[src/rtl/gpio_ctrl.sv]
// gpio_ctrl: 4-bit LED register and four debounced push-buttons with sticky press events.
// Accessed over a single-cycle valid/ready bus.
`timescale 1ns/1ps
module gpio_ctrl #(
   parameter int unsigned DEBOUNCE_CYCLES = 4
) (
   input  logic       clk,
   input  logic       rst_ni,
   input  logic       valid,
   input  logic       we,
   input  logic       sel_led,
   input  logic       sel_but,
   input  logic [3:0] data_m,
   output logic [3:0] data_s,
   output logic       ready,
   input  logic [3:0] button,
   output logic [3:0] led,
   output logic       irq
);

   localparam logic [7:0] CNT_MAX = 8'(DEBOUNCE_CYCLES - 1);

   logic [3:0]      sync1_q, sync2_q;
   logic [3:0]      deb_q, deb_d;
   logic [3:0][7:0] cnt_q, cnt_d;
   logic [3:0]      rise;
   logic [3:0]      events_q, events_d;
   logic [3:0]      led_q, led_d;
   logic [3:0]      data_s_q, data_s_d;
   logic            ready_q;
   logic            irq_q;

   logic wr_led, wr_clr, rd_led, rd_but, rd_evt;

   // Handshake: valid is a one-cycle strobe sampled on a rising edge; ready is
   // high for exactly the next cycle, when the write or read data has landed.
   // There is no backpressure, so every valid cycle is serviced.
   assign wr_led = valid &  we &  sel_led & ~sel_but;
   assign wr_clr = valid &  we &  sel_led &  sel_but;
   assign rd_led = valid & ~we &  sel_led & ~sel_but;
   assign rd_but = valid & ~we & ~sel_led &  sel_but;
   assign rd_evt = valid & ~we &  sel_led &  sel_but;

   // A bit is accepted once it has differed from the debounced value for
   // DEBOUNCE_CYCLES consecutive cycles; any agreement restarts the count.
   always_comb begin
      deb_d = deb_q;
      cnt_d = cnt_q;
      rise  = '0;
      for (int i = 0; i < 4; i++) begin
         if (sync2_q[i] == deb_q[i]) begin
            cnt_d[i] = '0;
         end else if (cnt_q[i] == CNT_MAX) begin
            deb_d[i] = sync2_q[i];
            cnt_d[i] = '0;
            rise[i]  = sync2_q[i];
         end else begin
            cnt_d[i] = cnt_q[i] + 8'd1;
         end
      end
   end

   // Set is applied after the clear so a press in the clearing cycle survives.
   always_comb begin
      events_d = events_q;
      if (wr_clr) begin
         events_d = events_q & ~data_m;
      end
      events_d = events_d | rise;
   end

   always_comb begin
      led_d = led_q;
      if (wr_led) begin
         led_d = data_m;
      end
   end

   // Reads see registered state, so an event read returns the pre-set value.
   always_comb begin
      data_s_d = data_s_q;
      if (rd_led) begin
         data_s_d = led_q;
      end else if (rd_but) begin
         data_s_d = deb_q;
      end else if (rd_evt) begin
         data_s_d = events_q;
      end
   end

   always_ff @(posedge clk or negedge rst_ni) begin
      if (!rst_ni) begin
         sync1_q  <= '0;
         sync2_q  <= '0;
         deb_q    <= '0;
         cnt_q    <= '0;
         events_q <= '0;
         led_q    <= '0;
         data_s_q <= '0;
         ready_q  <= 1'b0;
         irq_q    <= 1'b0;
      end else begin
         sync1_q  <= button;
         sync2_q  <= sync1_q;
         deb_q    <= deb_d;
         cnt_q    <= cnt_d;
         events_q <= events_d;
         led_q    <= led_d;
         data_s_q <= data_s_d;
         ready_q  <= valid;
         irq_q    <= |events_q;
      end
   end

   assign data_s = data_s_q;
   assign ready  = ready_q;
   assign led    = led_q;
   assign irq    = irq_q;

endmodule

[config.mk]
export PLATFORM = sky130hd
export DESIGN_NAME = gpio_ctrl
export DESIGN_NICKNAME = d
export VERILOG_FILES = /design/src/rtl/gpio_ctrl.sv
export SDC_FILE = /design/constraint.sdc
export NUM_CORES = 1
export LEC_CHECK = 0
export CORE_UTILIZATION = 49
export CTS_CLUSTER_DIAMETER = 60
export DETAILED_ROUTE_END_ITERATION = 16
export DONT_BUFFER_PORTS = 1
export PLACE_DENSITY = 0.73
export RECOVER_POWER = 100
export SLEW_MARGIN = 5
export SYNTH_ARGS = -nofsm -noshare
export SYNTH_HDL_FRONTEND = slang
export SYNTH_SLANG_ARGS = --single-unit
[constraint.sdc]
create_clock -name clk -period 1.42 [get_ports clk]
set_clock_uncertainty 0.15 [all_clocks]
set_input_delay 0.355 -clock clk [delete_from_list [all_inputs] [get_ports clk]]
set_output_delay 0.355 -clock clk [all_outputs]
set_load 0.01 [all_outputs]
# == After elaboration in Yosys (flattened, before gate mapping) ==
# Index checks and enable logic that the tools add are counted.
# Widths: inputs -> output; s select.
# classes
addsub,4
n_eq_ne,8
mux,20
n_bitwise,20
reduce_logical,6
# op_table
operator,n
$mux 8,8
$add 8x1->8 const B,4
$eq 8x2->1 const B,4
$mux 4,4
$and 1x1->1,10
$mux 1,8
$reduce_and 2->1,4
$not 1->1,7
$and 4x4->4,1
$eq 1x1->1,4
$not 4->4,1
$or 4x4->4,1
$reduce_or 4->1,1
$reduce_bool 3->1,1
# word_totals
reg_bits,58
inputBits,14
out_inout_bits,10
word_cells,73

# == Logic depth before layout (Yosys ltp) ==
# depth
word_depth,7
depth_mapped,4
ltp_nobuf,4

# == Worst setup path before layout ==
# OpenSTA, ideal clock, no wires.
# synth_timing
path_type,register to register
start,register cnt_q[8] (netlist name)
end,register deb_q[1]
setup_ns,0.125
arrival_ns,1.204
required_time_ns,1.145
slack_ns,-0.059
stages_incl_launch_ff,5
path_buffers,0
period_less_slack_ns,1.479
path_cell_list,dfrtp_1 ha_1 nor4b_2 nand2_1 mux2_4
# synth_via
elab_chain_len,2
# synth_lines
item,line,rtl
from (decl),25,"logic [3:0][7:0] cnt_q, cnt_d;"
from (signal assigned),106,cnt_q <= cnt_d;
$eq 8x2->1,53,end else if (cnt_q[i] == CNT_MAX) begin
$reduce_and 2->1 (no source line),-,
to (signal assigned),95,deb_q <= '0;
to (signal assigned),105,deb_q <= deb_d;
to (decl),24,"logic [3:0] deb_q, deb_d;"
# Every way passes these cells.
# A chain may end at the register's enable or synchronous reset.

# == Final worst setup path ==
# layout_timing
start,register cnt_q[9] (netlist name)
end,register deb_q[1]
# Same word-level chain as after synthesis.

==> results.txt <==
effective utilization at floorplan -> 0.523
Least-Margin Pin Slew -> 0.354 ns
Final Cycle Share -> 1.03
post-route ant nets -> 0
drt total wl -> 4.93 mm
CTS tree -> built
CTS sink count -> 58
Sum Neg Setup Slack -> -0.128 ns
Nets -> 287
Setup-failing EPs final -> 5
vias post-DR -> 1884
vias in the first global route -> 1780
RSZ-0062 raised after global routing -> true
flops & latches, synth -> 58
Clock Tree Root -> clkbuf_8
cell taking the most area after synthesis -> dfrtp_1
leakage -> 1.36 nW
Worst EP arrival -> 1.53 ns
top post-synthesis cells by area -> dfrtp_1 (57%), nand3_1 (3.9%), nor2_1 (3.7%), xor2_1 (3.1%), or3_1 (2.9%)
crit start category -> register
Pwr Density -> 1580 mW/mm^2
syn nets -> 247
gr usage total -> 0.196
Clock Path Buffers -> 2
Port Buf Inserts -> 0
hold-fix buffers at CTS -> 5
max-cap viol count -> 0
DRC viols -> 0
fmax -> 684 MHz
failing checks -> hold timing, setup timing
area growth from synthesis to layout -> 25.1%
Worst-Skew Late Latency -> 0.33 ns
sequential fraction of the synthesis area -> 0.569
final worst setup slack -> -0.0421 ns
initial antenna violation count -> 0
Layout fillers -> 379
fin crit period -> 1.46 ns
Via-to-Cell Ratio -> 5.52
outcome -> complete, but fails checks
leading cell type in the layout, fill and taps excluded -> dfrtp_1
Synth Warn # -> 0
CTS clk-pin slew, worst paths -> 0.06 ns
I/O pin count -> 24
row count -> 25
hpwl dp -> 3.18 mm
final non-filler cell area -> 0.00319 mm^2
final hold vios -> 58
gpl congestion -> 0.785
share of layout cells above drive strength 1 -> 0.285
Synth Flop Type -> dfrtp_1
final hold slack -> -0.436 ns
wire per inst -> 14.5 um
Netlist Area Pre-Place -> 0.00255 mm^2
TritonRoute pass-1 iters -> 4
syn_area_per_cell -> 11.1 um^2
Mapped Cells -> 229
Die Y -> 74.2 um
Chip Width -> 74.2 um
total gr overflow -> 0
Placed Area -> 0.00281 mm^2
largest net degree at the start of global routing -> 59
worst min path class -> in -> async
number of distinct library cells after synthesis -> 32
worst rel slew slack -> 0.762
Pwr Total -> 0.00503 W
Async SR Flop Fraction -> 1.00
core area -> 0.00488 mm^2
CP required -> 1.49 ns
drt initial violations -> 56
Setup crit end kind -> register
die area -> 0.00550 mm^2
H-tree depth -> 3
commonest non-fill, non-tap cells in the layout -> dfrtp_1 (56), nor2_1 (25), buf_4 (23)
peak supply drop -> 747 uV
Synth top area share -> 0.569
Post-synth EDFFs -> 0
Max FO, Critical Path -> 3
Slew Viols, Final -> 0
first-pass GRT wire length -> 7.82 mm
TritonCTS Buffers -> 9
Antenna Cells -> 0
Setup CP Type -> reg -> reg
## kinds of logic (layout without fill, tap and decap cells)
| group | count (synthesis) | after routing | share of synthesized area |
|---|---|---|---|
| AND/OR/NAND/NOR | 90 | 90 | 0.187 |
| multiplexers | 12 | 12 | 0.0554 |
| buffers and inverters | 11 | 56 | 0.0176 |
| XOR/XNOR | 13 | 13 | 0.0446 |
| adder cells (fa/ha/maj) | 4 | 4 | 0.0196 |
| AO/OA/AOI/OAI | 41 | 41 | 0.107 |
| flip-flops | 58 | 58 | 0.569 |
## worst max-delay path, stage by stage, from the launching register on
cell and delay, ns:
dfrtp_1 0.36, ha_2 0.20, nor4b_4 0.23, nand2_2 0.10
mux2_4 0.31
## power by group
group / switching, W / internal [W]
clock network: 0.000601 / 0.00100
registers: 0.000352 / 0.00197
logic: 0.000476 / 0.000629
## through the flow
stage,setup slack [ns],utilization,instances
floorplan,-0.0188,-,229
global placement,0.00267,0.575,316
detailed placement,-0.0526,0.575,316
CTS,-0.0593,0.633,339
global route,-0.104,0.654,341
finish,-0.0421,0.654,341
## state kept, by name, summed over array words and instances, names as in the netlist
signal,count
cnt_q,32
data_s,4
deb_q,4
events_q,4
led,4
sync1_q,4
sync2_q,4
irq,1
ready,1
## final timing paths
path,start,to,slack [ns],depth (start not counted)
max,cnt_q[9]$_DFF_PN0_,deb_q[1]$_DFFE_PN0P_,-0.04,4
min,rst_ni,cnt_q[19]$_DFF_PN0_,-0.44,0
max reg2reg,cnt_q[9]$_DFF_PN0_,deb_q[1]$_DFFE_PN0P_,-0.04,4
min reg2reg,sync1_q[2]$_DFF_PN0_,sync2_q[2]$_DFF_PN0_,0.19,0
max in group asynchronous,rst_ni,cnt_q[3]$_DFF_PN0_,1.46,0
min in group clk,data_m[1],led[1]$_DFFE_PN0P_,0.02,1
## routing by layer
| metal | vias up | global-route usage | wire, um | part of all wire |
|---|---|---|---|---|
| met5 | - | 0 | 0 | 0 |
| met4 | 0 | 0.130 | 123 | 0.025 |
| met3 | 15 | 0.0718 | 323 | 0.065 |
| met2 | 46 | 0.284 | 2260 | 0.46 |
| met1 | 921 | 0.246 | 2220 | 0.45 |
| li1 | 902 | - | - | - |
## final cells by class
| class | count | area, um^2 | area share |
|---|---|---|---|
| clock buffer | 15 | 186 | 0.0584 |
| sequential | 58 | 1450 | 0.455 |
| multi-input combinational | 160 | 1150 | 0.362 |
| timing repair buffer | 32 | 254 | 0.0795 |
| clock inverter | 1 | 30.0 | 0.00940 |
| tap | 67 | 83.8 | 0.0263 |
| inverter | 8 | 30.0 | 0.00940 |
## synthesized netlist by cell type, types with 7 or more instances
cell      number
a21oi_1       13
dfrtp_1       58
nand2_1       12
xor2_1         9
o21ai_0       12
inv_1          8
nor2_1        25
nand3_1       20
or3_1         12
nand2b_1       7
## timing repair
action,4_1_cts,5_1_grt
resized for setup,2,26
hold endpoints to repair,63,58
pin swaps,5,14
setup buffers,2,2
gates cloned,0,0
endpoints found under the setup margin,6,29
Note: power is estimated with default switching activity, not from simulation.
